<file path="src/rtl/whack_bot.sv">
// Autonomous whack-a-mole player: waits a fixed reaction time after a single mole lights,
// holds the matching button for a fixed time, then waits for that mole to go away.
module whack_bot #(
    parameter int unsigned REACT_CYCLES = 200,
    parameter int unsigned PRESS_CYCLES = 50
) (
    input  logic       clk,
    input  logic       rst,
    input  logic       en,
    input  logic [7:0] mole_pos,
    input  logic       game_end,
    output logic [7:0] btn,
    output logic [7:0] press_count,
    output logic       busy,
    output logic       bad_input
);

    // WAIT leaves when the counter already holds REACT_CYCLES, so the button
    // registers the target REACT_CYCLES+1 edges after the mole was sampled.
    localparam logic [15:0] REACT_LAST = 16'(REACT_CYCLES);
    localparam logic [15:0] PRESS_LAST = 16'(PRESS_CYCLES - 1);

    typedef enum logic [2:0] {
        IDLE,
        WAIT,
        PRESS,
        RELEASE,
        DONE
    } state_e;

    state_e      state_q, state_d;
    logic [7:0]  target_q, target_d;
    logic [15:0] cnt_q, cnt_d;
    logic [7:0]  btn_q, btn_d;
    logic [7:0]  count_q, count_d;
    logic        bad_q, bad_d;

    logic        mole_one_hot;
    logic        mole_multi_hot;

    assign mole_multi_hot = (mole_pos & (mole_pos - 8'd1)) != 8'd0;
    assign mole_one_hot   = (mole_pos != 8'd0) && !mole_multi_hot;

    always_comb begin
        // NOTE: every variable gets a default first so no path can leave it unassigned and infer a latch.
        state_d  = state_q;
        target_d = target_q;
        cnt_d    = cnt_q;
        count_d  = count_q;
        bad_d    = bad_q;

        if (game_end) begin
            state_d = DONE;
        end else begin
            case (state_q)
                IDLE: begin
                    if (mole_multi_hot) begin
                        bad_d = 1'b1;
                    end else if (en && mole_one_hot) begin
                        target_d = mole_pos;
                        cnt_d    = 16'd0;
                        state_d  = WAIT;
                    end
                end
                WAIT: begin
                    // A vanished or moved mole aborts even on the expiry cycle.
                    if (mole_pos != target_q) begin
                        state_d = IDLE;
                    end else if (cnt_q == REACT_LAST) begin
                        cnt_d   = 16'd0;
                        state_d = PRESS;
                    end else begin
                        cnt_d = cnt_q + 16'd1;
                    end
                end
                PRESS: begin
                    if (cnt_q == PRESS_LAST) begin
                        state_d = RELEASE;
                        if (count_q != 8'hFF) begin
                            count_d = count_q + 8'd1;
                        end
                    end else begin
                        cnt_d = cnt_q + 16'd1;
                    end
                end
                RELEASE: begin
                    if (mole_pos != target_q) begin
                        state_d = IDLE;
                    end
                end
                DONE: begin
                    state_d = DONE;
                end
                default: begin
                    state_d = IDLE;
                end
            endcase
        end

        // Button follows the next state so it is registered together with the state change.
        btn_d = (state_d == PRESS) ? target_d : 8'h00;
    end

    always_ff @(posedge clk) begin
        if (rst) begin
            state_q  <= IDLE;
            target_q <= 8'h00;
            cnt_q    <= 16'd0;
            btn_q    <= 8'h00;
            count_q  <= 8'h00;
            bad_q    <= 1'b0;
        end else begin
            // NOTE: non-blocking assignments keep every register sampling pre-edge values.
            state_q  <= state_d;
            target_q <= target_d;
            cnt_q    <= cnt_d;
            btn_q    <= btn_d;
            count_q  <= count_d;
            bad_q    <= bad_d;
        end
    end

    assign btn         = btn_q;
    assign press_count = count_q;
    assign bad_input   = bad_q;
    assign busy        = (state_q != IDLE) && (state_q != DONE);

endmodule

</file>
<file path="config.mk">
export PLATFORM = sky130hd
export DESIGN_NAME = whack_bot
export DESIGN_NICKNAME = d
export VERILOG_FILES = /design/src/rtl/whack_bot.sv
export SDC_FILE = /design/constraint.sdc
export NUM_CORES = 1
export LEC_CHECK = 0
export CAP_MARGIN = 25
export CORE_UTILIZATION = 50
export DETAILED_ROUTE_END_ITERATION = 8
export GPL_ROUTABILITY_DRIVEN = 0
export PLACE_DENSITY = 0.74
export RECOVER_POWER = 100
export REMOVE_ABC_BUFFERS = 1
export SYNTH_ARGS = -nofsm -noshare
export SYNTH_HDL_FRONTEND = slang
export SYNTH_SLANG_ARGS = --single-unit
</file>
<file path="constraint.sdc">
create_clock -name clk -period 3.49 [get_ports clk]
set_input_delay 0.349 -clock clk [delete_from_list [all_inputs] [get_ports clk]]
set_output_delay 0.349 -clock clk [all_outputs]
set_load 0.01 [all_outputs]
</file>
==> summary.txt, run 1 <==
Outcome
  – Outcome: complete, no violations

Clock network
  – Clock slew at reported path FFs: 80 ps
  – Setup repair bufs after CTS: 0
  – Clk buf depth: 2
  – CTS tree: yes
  – Skew-Pair Late Insertion Delay: 300 ps
  – CTS Sinks: 44
  – # H-tree levels: 2
  – Cts bufs inserted: 5
  – Hold buffer count at cts: 0
  – Root Driver: clkbuf_8
  – Post_cts resized: 0

Final layout
  – Core Util, Final: 61.6%
  – Antenna cell count: 0
  – Area delta synth->final: 18.7%
  – Most common cell after layout, fill and taps aside: dfxtp_1
  – Layout Nets: 307
  – Commonest non-fill, non-tap cells in the layout: 44 x dfxtp_1, 35 x nor2_1, 20 x dlygate4sd3_1
  – Layout cells sized above 1: 4.79%

Logic synthesis
  – Sequential area share after synthesis: 39.2%
  – EDFF count, synth: 0
  – Cell count after synthesis: 262
  – Synthesized area: 2250 um2
  – Avg Cell Area, Syn: 8.57 um2
  – Main synth FF type: dfxtp_1
  – FF+latch count, synth: 44
  – Post-synth cell types: 50
  – Asr flop ratio synth: 0%
  – Yosys warns: 0

Setup path
  – CP arrival: 3180 ps
  – Crit Path Class: in -> reg
  – Largest stage delay, worst path: 620 ps
  – Crit path capture type: register
  – CP Data Required Time: 3720 ps
  – Slowest CP cell: dlygate4sd3_1
  – Cell chain of the critical path: dlygate4sd3_1, nor4_1, a21boi_0, o21a_1, a211oi_1, buf_4, o31ai_1, a21oi_1
  – Startpoint Class: input port
  – CP max FO: 16
  – Buffers & Inverters on Critical Path: 2
  – CP delay by family, top: compound AO/OA/AOI/OAI gates

Place
  – PortBufs: 29
  – Hpwl dp: 3440 um
  – Setup Slack @ Placement: 603 ps

STA
  – Relative slew slack: 7.06%
  – Fin Hold WS: 452 ps
  – Clock skew: 3.68 ps
  – Fin crit share: 84.5%
  – Final min period: 2950 ps
  – Least-Margin Pin Slew: 1390 ps
  – Setup violations, final: 0
  – Slew Viols, Final: 0
  – Setup ws final: 541 ps
  – Final hold violation count: 0
  – RSZ-0062 raised after global routing: no
  – Setup TNS Final: 0 ps
  – Maximum clock frequency: 339 MHz

Route
  – Routed length per instance: 14.2 um
  – Antenna Nets Post-Route: 0
  – Number of DRC markers in iteration 0: 92
  – Post-Route WL: 4880 um
  – Drt pass-1 iters: 6
  – Drt drc: 0
  – Vias per cell: 5.77
  – Vias: 1,986

Floorplanning
  – IO Pins: 30
  – Core ar.: 4320 um2
  – Chip Height: 69.0 um
  – Die area: 4760 um2
  – # rows: 24
  – Starting density of the core: 51.9%
  – Die Width: 69.0 um

Global route
  – Initial antenna violation count: 0
  – Gr usage total: 21.5%
  – Pin count of the biggest net entering global routing: 32
  – First-pass GRT wire length: 8510 um
  – Grt ovf: 0
  – Vias in the first global route: 1,857

Pwr
  – Leak Pwr: 0.956 nW
  – Peak VDD IR: 0.183 mV
  – Pwr Density: 359 nW/um2

Worst hold path
  – Min-Delay Path Class: reg -> reg

Run
  – Max-Cap Viols: 0
==> sequential cells by signal (all words and copies together) (netlist names) <==
signal / count
target_q: 8
press_count: 8
state_q: 3
cnt_q: 16
bad_input: 1
btn: 8
==> cell type report <==
cell class                 count  area (um2)
clock inverter                 2        35.0
sequential                    44         881
inverter                       7        26.3
fill                         399        1660
timing repair buffer          32         309
multi-input combinational    201        1280
tap                           52        65.1
clock buffer                   6        72.6
==> stage by stage <==
stage	instance area, um2	instances	total power, mW
after CTS	2670	344	0.969
after global placement	2570	336	0.586
after detailed placement	2570	336	0.586
final	2670	344	0.957
after global routing	2670	344	0.997
after floorplan	2190	252	0.549
==> worst min-delay path, cell delays in order (launching register included) <==
cell and delay, ps:
dfxtp_1 310, inv_1 50, a21oi_1 50
==> routing by layer <==
layer	vias up	global-route usage, %	wire, um
met3	5	4.39	197
li1	1020	-	-
met1	916	28.9	2290
met4	0	6.58	49
met2	45	34.8	2340
met5	-	0	0
==> worst paths after layout <==
path / to / depth (start not counted) / from / slack, ps
max: cnt_q[15] / 8 / mole_pos[3] / 540
min: bad_input / 2 / bad_input / 450
max reg2reg: cnt_q[8] / 8 / cnt_q[1] / 770
min reg2reg: bad_input / 2 / bad_input / 450
==> power breakdown <==
group,total [mW],leakage [nW],internal (mW),switching (mW)
registers,0.506,0.355,0.504,0.00251
logic,0.0672,0.546,0.0273,0.0399
clock network,0.383,0.0552,0.212,0.171
==> synthesized netlist by cell type (3+ instances only) <==
cell type,instances,area [um2]
inv_1,7,26.3
nand2_1,17,63.8
nand3_1,10,50.1
o31ai_1,9,67.6
nand2b_1,3,18.8
clkbuf_1,3,11.3
or4_1,5,37.5
a21oi_1,17,85.1
a311oi_1,4,35.0
buf_2,4,20.0
nand4_1,9,56.3
ha_1,4,50.1
mux2i_1,8,80.1
o21ai_0,8,40.0
dfxtp_1,44,881
xor2_1,5,43.8
nor3_1,11,55.1
and4_1,4,35.0
or3_1,5,31.3
and3_1,4,25.0
nor2_1,35,131
xnor2_1,11,96.3
==> cell families (layout without fill, tap and decap cells) <==
| logic type | after synthesis | in the layout | share of synthesized area, % |
|---|---|---|---|
| xor gates and xnor gates | 16 | 16 | 6.24 |
| DFF | 44 | 44 | 39.2 |
| muxes | 8 | 8 | 3.57 |
| and+or+nand+nor | 117 | 117 | 27.7 |
| AOI/OAI and AO/OA | 55 | 55 | 16.8 |
| adders and majority gates | 5 | 5 | 2.67 |
| buffers and inverters | 17 | 47 | 3.73 |
Note: power is estimated with default switching activity, not from simulation.
==> run 2: changes to the inputs <==
==> constraint.sdc (replaced) <==
create_clock -name clk -period 2.89 [get_ports clk]
set_input_delay 0.289 -clock clk [delete_from_list [all_inputs] [get_ports clk]]
set_output_delay 0.289 -clock clk [all_outputs]
set_load 0.01 [all_outputs]
==> run 2 against run 1 <==
Clock-buffer cell count fell by 1. Critical path depth rose by 1. Non-clock buffer count up 9. Highest routed layer unchanged.
==> summary.txt, run 2 (same netlist as run 1, synthesis figures left out) <==
Setup path
  – CP arrival: 2670 ps
  – Crit path capture type: register
  – CP max FO: 6
  – Startpoint Class: register
  – CP Data Required Time: 3010 ps
  – Crit Path Class: reg -> reg
  – Reg-to-reg slack, setup: 340 ps

Final layout
  – Max reg flops: 16
  – Filler Cell Count: 393
  – Area delta synth->final: 21.7%
  – Layout cells sized above 1: 7.31%
  – Antenna cell count: 0
  – Layout Nets: 316
  – Register with the most flip-flops: cnt_q
  – Core Util, Final: 63.2%
  – Most common cell after layout, fill and taps aside: dfxtp_1
  – Commonest non-fill, non-tap cells in the layout: 44 x dfxtp_1, 35 x nor2_1, 20 x dlygate4sd3_1

Place
  – PortBufs: 29
  – Setup Slack @ Placement: 175 ps
  – Hpwl dp: 3580 um

Clock network
  – Root Driver: clkbuf_8
  – Skew-Pair Late Insertion Delay: 300 ps
  – Hold buffer count at cts: 0
  – Clock slew at reported path FFs: 90 ps
  – # H-tree levels: 2
  – CTS Sinks: 44
  – Clk buf depth: 2
  – Setup repair bufs after CTS: 0
  – CTS tree: yes
  – Cts bufs inserted: 5
  – Post_cts resized: 0

Pwr
  – Leak Pwr: 0.990 nW
  – Peak VDD IR: 0.260 mV
  – Pwr Density: 432 nW/um2

Floorplanning
  – Starting density of the core: 51.9%
  – Die area: 4760 um2
  – Core ar.: 4320 um2
  – IO Pins: 30
  – # rows: 24
  – Chip Height: 69.0 um
  – Die Width: 69.0 um

STA
  – Relative slew slack: 5.06%
  – Maximum clock frequency: 392 MHz
  – Setup ws final: 340 ps
  – Fin crit share: 88.2%
  – RSZ-0062 raised after global routing: no
  – Least-Margin Pin Slew: 1420 ps
  – Setup violations, final: 0
  – Clock skew: 10.6 ps
  – Slew Viols, Final: 0
  – Final min period: 2550 ps
  – Setup TNS Final: 0 ps
  – Final hold violation count: 0

Route
  – Antenna Nets Post-Route: 0
  – Routed length per instance: 14.2 um
  – Drt drc: 0
  – Post-Route WL: 5020 um
  – Vias per cell: 5.68
  – Drt pass-1 iters: 4
  – Vias: 2,004
  – Number of DRC markers in iteration 0: 102

Global route
  – Gr usage total: 22.4%
  – Initial antenna violation count: 0
  – Grt ovf: 0
  – Pin count of the biggest net entering global routing: 32
  – First-pass GRT wire length: 8720 um
  – Vias in the first global route: 1,915

Worst hold path
  – Min-Delay Path Class: reg -> reg

Run
  – Max-Cap Viols: 0

Outcome
  – Outcome: complete, no violations
-- run 2: final timing paths --
check	endpoint	startpoint	cells past startpoint
setup reg to reg	cnt_q[1]	cnt_q[1]	9
setup / recovery	cnt_q[1]	cnt_q[1]	9
hold / removal	bad_input	bad_input	2
hold reg to reg	bad_input	bad_input	2
-- run 2: critical path, stage by stage (launching register included) --
cell	delay, ps
dfxtp_1	350
inv_1	80
ha_1	140
or4b_1	440
nor3_1	350
and4_1	300
nand2b_1	200
clkbuf_1	260
nand4bb_1	170
a21oi_1	70
-- run 2: per-stage QoR --
step                      hold slack (ps)  area (um2)  power, mW  cells
after floorplan                       358        2190      0.663    252
after global placement                436        2630      0.717    345
after detailed placement              438        2630      0.718    345
after CTS                             452        2750       1.20    353
after global routing                  466        2730       1.23    353
final                                 444        2730       1.18    353
-- run 2: cell type report --
class	instances	area (um2)	share of cell area, %
clock buffers	5	68.8	2.52
clock inverters	3	46.3	1.69
well taps	52	65.1	2.38
repair buffers	41	365	13.4
flip-flops and latches	44	881	32.2
multi-input cells	201	1280	46.9
inverters	7	26.3	0.961
-- run 2: power breakdown --
part / internal [mW] / leakage [nW] / switching, mW
clock network: 0.260 / 0.0548 / 0.219
logic: 0.0392 / 0.580 / 0.0503
registers: 0.608 / 0.355 / 0.00337
total: 0.908 / 0.990 / 0.273
-- run 2: per-layer routing --
metal	vias up	track usage, %	part of all wire [%]
met2	42	36.8	47
met4	0	9.30	1.9
met1	912	28.5	47
met5	-	0	0
met3	12	4.82	3.4
li1	1038	-	-
==> variant 1 (flow settings as in run 2) <==
Re-encode `state_e` (5 states) as one-hot, 5 bits wide.
--- a/src/rtl/whack_bot.sv
+++ b/src/rtl/whack_bot.sv
@@ -20,12 +20,12 @@
     localparam logic [15:0] REACT_LAST = 16'(REACT_CYCLES);
     localparam logic [15:0] PRESS_LAST = 16'(PRESS_CYCLES - 1);
 
-    typedef enum logic [2:0] {
-        IDLE,
-        WAIT,
-        PRESS,
-        RELEASE,
-        DONE
+    typedef enum logic [4:0] {
+        IDLE    = 5'b00001,
+        WAIT    = 5'b00010,
+        PRESS   = 5'b00100,
+        RELEASE = 5'b01000,
+        DONE    = 5'b10000
     } state_e;
 
     state_e      state_q, state_d;
Check against the original RTL: same outputs for any inputs over 10 cycles, from zero or initial values and one cycle with rst high; not proved beyond that.
==> variant 1 against run 2 <==
  * Total power grew 13%
  * Wire length increased by 15%
  * Highest routed layer unchanged
  * Non-clock buffer count decreased by 3
  * Sequential cell count up 2
  * Synthesized area increased by 11%
  * Setup slack got worse by 22 ps
  * Design area increased by 9.6%
==> variant 1: results (changes against run 2) <==
Met1 GRT Util: 0.3196 (+0.03479)
Final nets: 341 (+7.9%)
Worst setup path endpoint: target_q[1]$_SDFF_PP0_
Die ar.: 0.005258 sq mm (+10%)
Total routed wirelength: 5.765 mm (+15%)
Int Pwr: 1.049 mW (+16%)
Global-route wire length before repair: 9.798 mm (+12%)
R2R Setup Slk: 560 ps (+220 ps)
Global router's overall resource usage: 0.2373 (+0.01281)
Seq area share: 0.3074 (-0.01476)
Synth top cells by count: dfxtp_1 (46), nor2_1 (40), nand2_1 (19)
Worst Max-Slew Pin Slew: 938.8 ps (-485.4 ps)
Nonclk buf count: 38 (-7.3%)
Multi-input gates: 223 (+11%)
Clk root buf: clkbuf_8
Max reg flops: 16 (unchanged)
Clock group share of total power: 0.441 (+0.035)
CTS H-tree lvls: 2 (unchanged)
Inverters: 11 (+4)
Setup Skew: 7.357 ps (-3.251 ps)
Placed inst area: 0.002872 sq mm (+9.0%)
Post-cts sizing count: 0 (unchanged)
Pin count of the biggest net entering global routing: 21 (-34%)
Top post-synthesis cells by area: dfxtp_1 (37%), xor2_1 (6.3%), nor2_1 (6.0%), mux2i_1 (3.6%), nand3_1 (3.0%)
Non-clock buffer share of cell area: 0.1157 (-0.01793)
Post-DP HPWL: 4.146 mm (+16%)
Wire length on met1: 2.722 mm (+14%)
Clock buffers: 6 (+1)
CP Launch Point: mole_pos[3]
Via count: 2268 (+13%)
Maximum vdd drop: 0.2217 mV (-15%)
WP data arrival: 2730 ps (+60 ps)
Hold worst-path end: bad_input$_SDFFE_PP0P_
Seq cells: 46 (+4.5%)
Comb. pwr: 0.106 mW (+18%)
FF-to-FF path depth: 7 (-2)
Post-synthesis sequential area ratio: 0.3704 (-0.02179)
Top reg by flops: cnt_q
Synth cell types: 56 (+12%)
Metal2 WL: 2.679 mm (+13%)
Layout cells sized above 1: 0.07362 (+0.0005299)
RR Endpoint: cnt_q[8]$_SDFFE_PP0P_
Final clock-cell share: 0.04762 (+0.005514)
Met2 Usage GRT: 0.3821 (+0.01429)
Worst r2r src: target_q[1]$_SDFF_PP0_
Met3 Wirelength: 301 um (+74%)
Layout fillers: 429 (+9.2%)
Port Buf Inserts: 29 (unchanged)
Leakage: 1.111 nW (+12%)
Area of the multi-input gates: 0.001460 sq mm (+14%)
Status: complete, no violations
Met3 Track Usage GR: 0.04583 (-0.002412)
DR top layer: met4
Clock transition at the registers of the reported paths: 90 ps (about the same)
Vias in the first global route: 2100 (+9.7%)
DR iter-0 viols: 161 (+58%)
-- variant 1: kinds of logic after synthesis --
logic type,share of synthesized area
adders and majority gates,0.02416
muxes,0.03624
buffers and inverters,0.03925
and+or+nand+nor,0.3020
xor gates and xnor gates,0.07046
AOI/OAI and AO/OA,0.1575
DFF,0.3704
-- variant 1: worst max-delay path, stage by stage --
cell and delay (ps):
dlygate4sd3_1 630, or4_1 560, a21oi_1 220, a21o_1 210, and3_1 190, clkbuf_1 270
mux2i_1 290, nor2_1 60
-- variant 1: per-stage QoR --
step | total power [mW] | hold slack (ps) | worst slack (ps) | cells | util
6_report | 1.337 | 455.2 | 318.7 | 393 | 0.6300
5_1_grt | 1.384 | 491.9 | 201.5 | 393 | 0.6300
4_1_cts | 1.349 | 470.8 | 573.3 | 393 | 0.6339
3_5_place_dp | 0.7650 | 458.4 | 268.1 | 385 | 0.6039
3_3_place_gp | 0.7628 | 433.2 | 316.2 | 385 | 0.6039
2_1_floorplan | 0.7075 | 358.1 | 515.9 | 280 | -
==> variant 2 (config.mk and constraints of run 2) <==
Made on the original files. The parameter `REACT_CYCLES` goes from 200 to 150.
--- a/src/rtl/whack_bot.sv
+++ b/src/rtl/whack_bot.sv
@@ -1,7 +1,7 @@
 // Autonomous whack-a-mole player: waits a fixed reaction time after a single mole lights,
 // holds the matching button for a fixed time, then waits for that mole to go away.
 module whack_bot #(
-    parameter int unsigned REACT_CYCLES = 200,
+    parameter int unsigned REACT_CYCLES = 150,
     parameter int unsigned PRESS_CYCLES = 50
 ) (
     input  logic       clk,
Behaviour: no difference found for any inputs over 10 cycles, from zero or initial values and one cycle with rst high; that may be too few to reach the edited logic, so the function may still have changed.
==> variant 2 against run 2 <==
  * Sequential cell count did not move
  * Design area fell by 1.3%
  * Critical path depth fell by 4
  * Global-route usage rose by 1.5 points
  * Highest routed layer unchanged
  * Setup slack got worse by 44 ps
  * Wire length fell by 1.6%
  * Synthesized area fell by 0.78%
  * Combinational power fell by 12%
  * First-iteration DRC count rose by 69%
  * Sequential power barely moved
  * Total power rose by 2.1%
  * Fmax fell by 1.7%
  * Sequential share of layout area rose by 0.43 points
  * Count of clock-buffer cells in the layout rose by 2
==> variant 2: results (changes against run 2) <==
Status: complete, no violations
Maximum vdd drop: 0.3060 mV (+18%)
Maximum net fanout on the critical path: 27 (+21)
Post-synthesis sequential area ratio: 0.3953 (+0.003083)
R2R Setup Slk: 340 ps (about the same)
Pin count of the biggest net entering global routing: 28 (-13%)
Multi-input gates: 198 (-1.5%)
Fraction of area in multi-input gates: 0.4703 (+0.001665)
Met2 Usage GRT: 0.3738 (+0.005921)
Hold WS: 488.6 ps (+44.49 ps)
Synth top cells by count: dfxtp_1 (44), nor2_1 (41), nand2_1 (15)
Global router's overall resource usage: 0.2399 (+0.01541)
Synth cell types: 53 (+6.0%)
Met1 GRT Util: 0.3267 (+0.04187)
Met3 Track Usage GR: 0.04441 (-0.003838)
Top post-synthesis cells by area: dfxtp_1 (40%), nor2_1 (6.9%), mux2i_1 (4.5%), xnor2_1 (3.5%), nand4_1 (2.8%)
Leakage: 1.118 nW (+13%)
DR iter-0 viols: 172 (+69%)
Via count: 1950 (-2.7%)
Layout cells sized above 1: 0.07534 (+0.002253)
Fmax: 385.6 MHz (-1.7%)
Layout fillers: 375 (-4.6%)
Non-clock buffer share of cell area: 0.1248 (-0.008870)
WP data arrival: 2780 ps (+110 ps)
Placed inst area: 0.002604 sq mm (-1.1%)
Clock buffers: 7 (+2)
Setup Skew: 7.668 ps (-2.940 ps)
Area of the multi-input gates: 0.001269 sq mm (-0.98%)
WL per Instance: 14.44 um (+1.6%)
Vias in the first global route: 1749 (-8.7%)
Crit-path slowest cell: clkbuf_1
Global-route wire length before repair: 8.293 mm (-4.9%)
Fin cells: 342 (-3.1%)
Nonclk buf count: 36 (-12%)
-- variant 2: cell count changes after synthesis, sizes merged, moves of 3 or more --
cell    change
a311oi      -4
and3        +3
o31ai       -6
nand3       +3
nor2        +6
a21o        +3
buf         -5
a21oi      -10
a211o       +6
or4         -3
o311ai      +4
-- variant 2: power by group --
part / internal, mW / total (mW) / leakage (nW) / switching, mW
Sequential: 0.608 / 0.611 / 0.355 / 0.00269
Combinational: 0.0360 / 0.0790 / 0.699 / 0.0430
Clock: 0.305 / 0.515 / 0.0645 / 0.210
-- variant 2: layer usage --
metal	share of wire	vias up
met2	0.46	46
met5	0	-
met3	0.037	5
li1	-	1002
met4	0.010	0
met1	0.50	897
-- variant 2: cell families after synthesis --
group	count (synthesis)	synth area share
compound gates	44	0.1550
fa+ha+maj	5	0.02695
flops	44	0.3953
mux	10	0.04492
xor+xnor	15	0.05896
buf+inv	11	0.02358
simple gates	124	0.2953
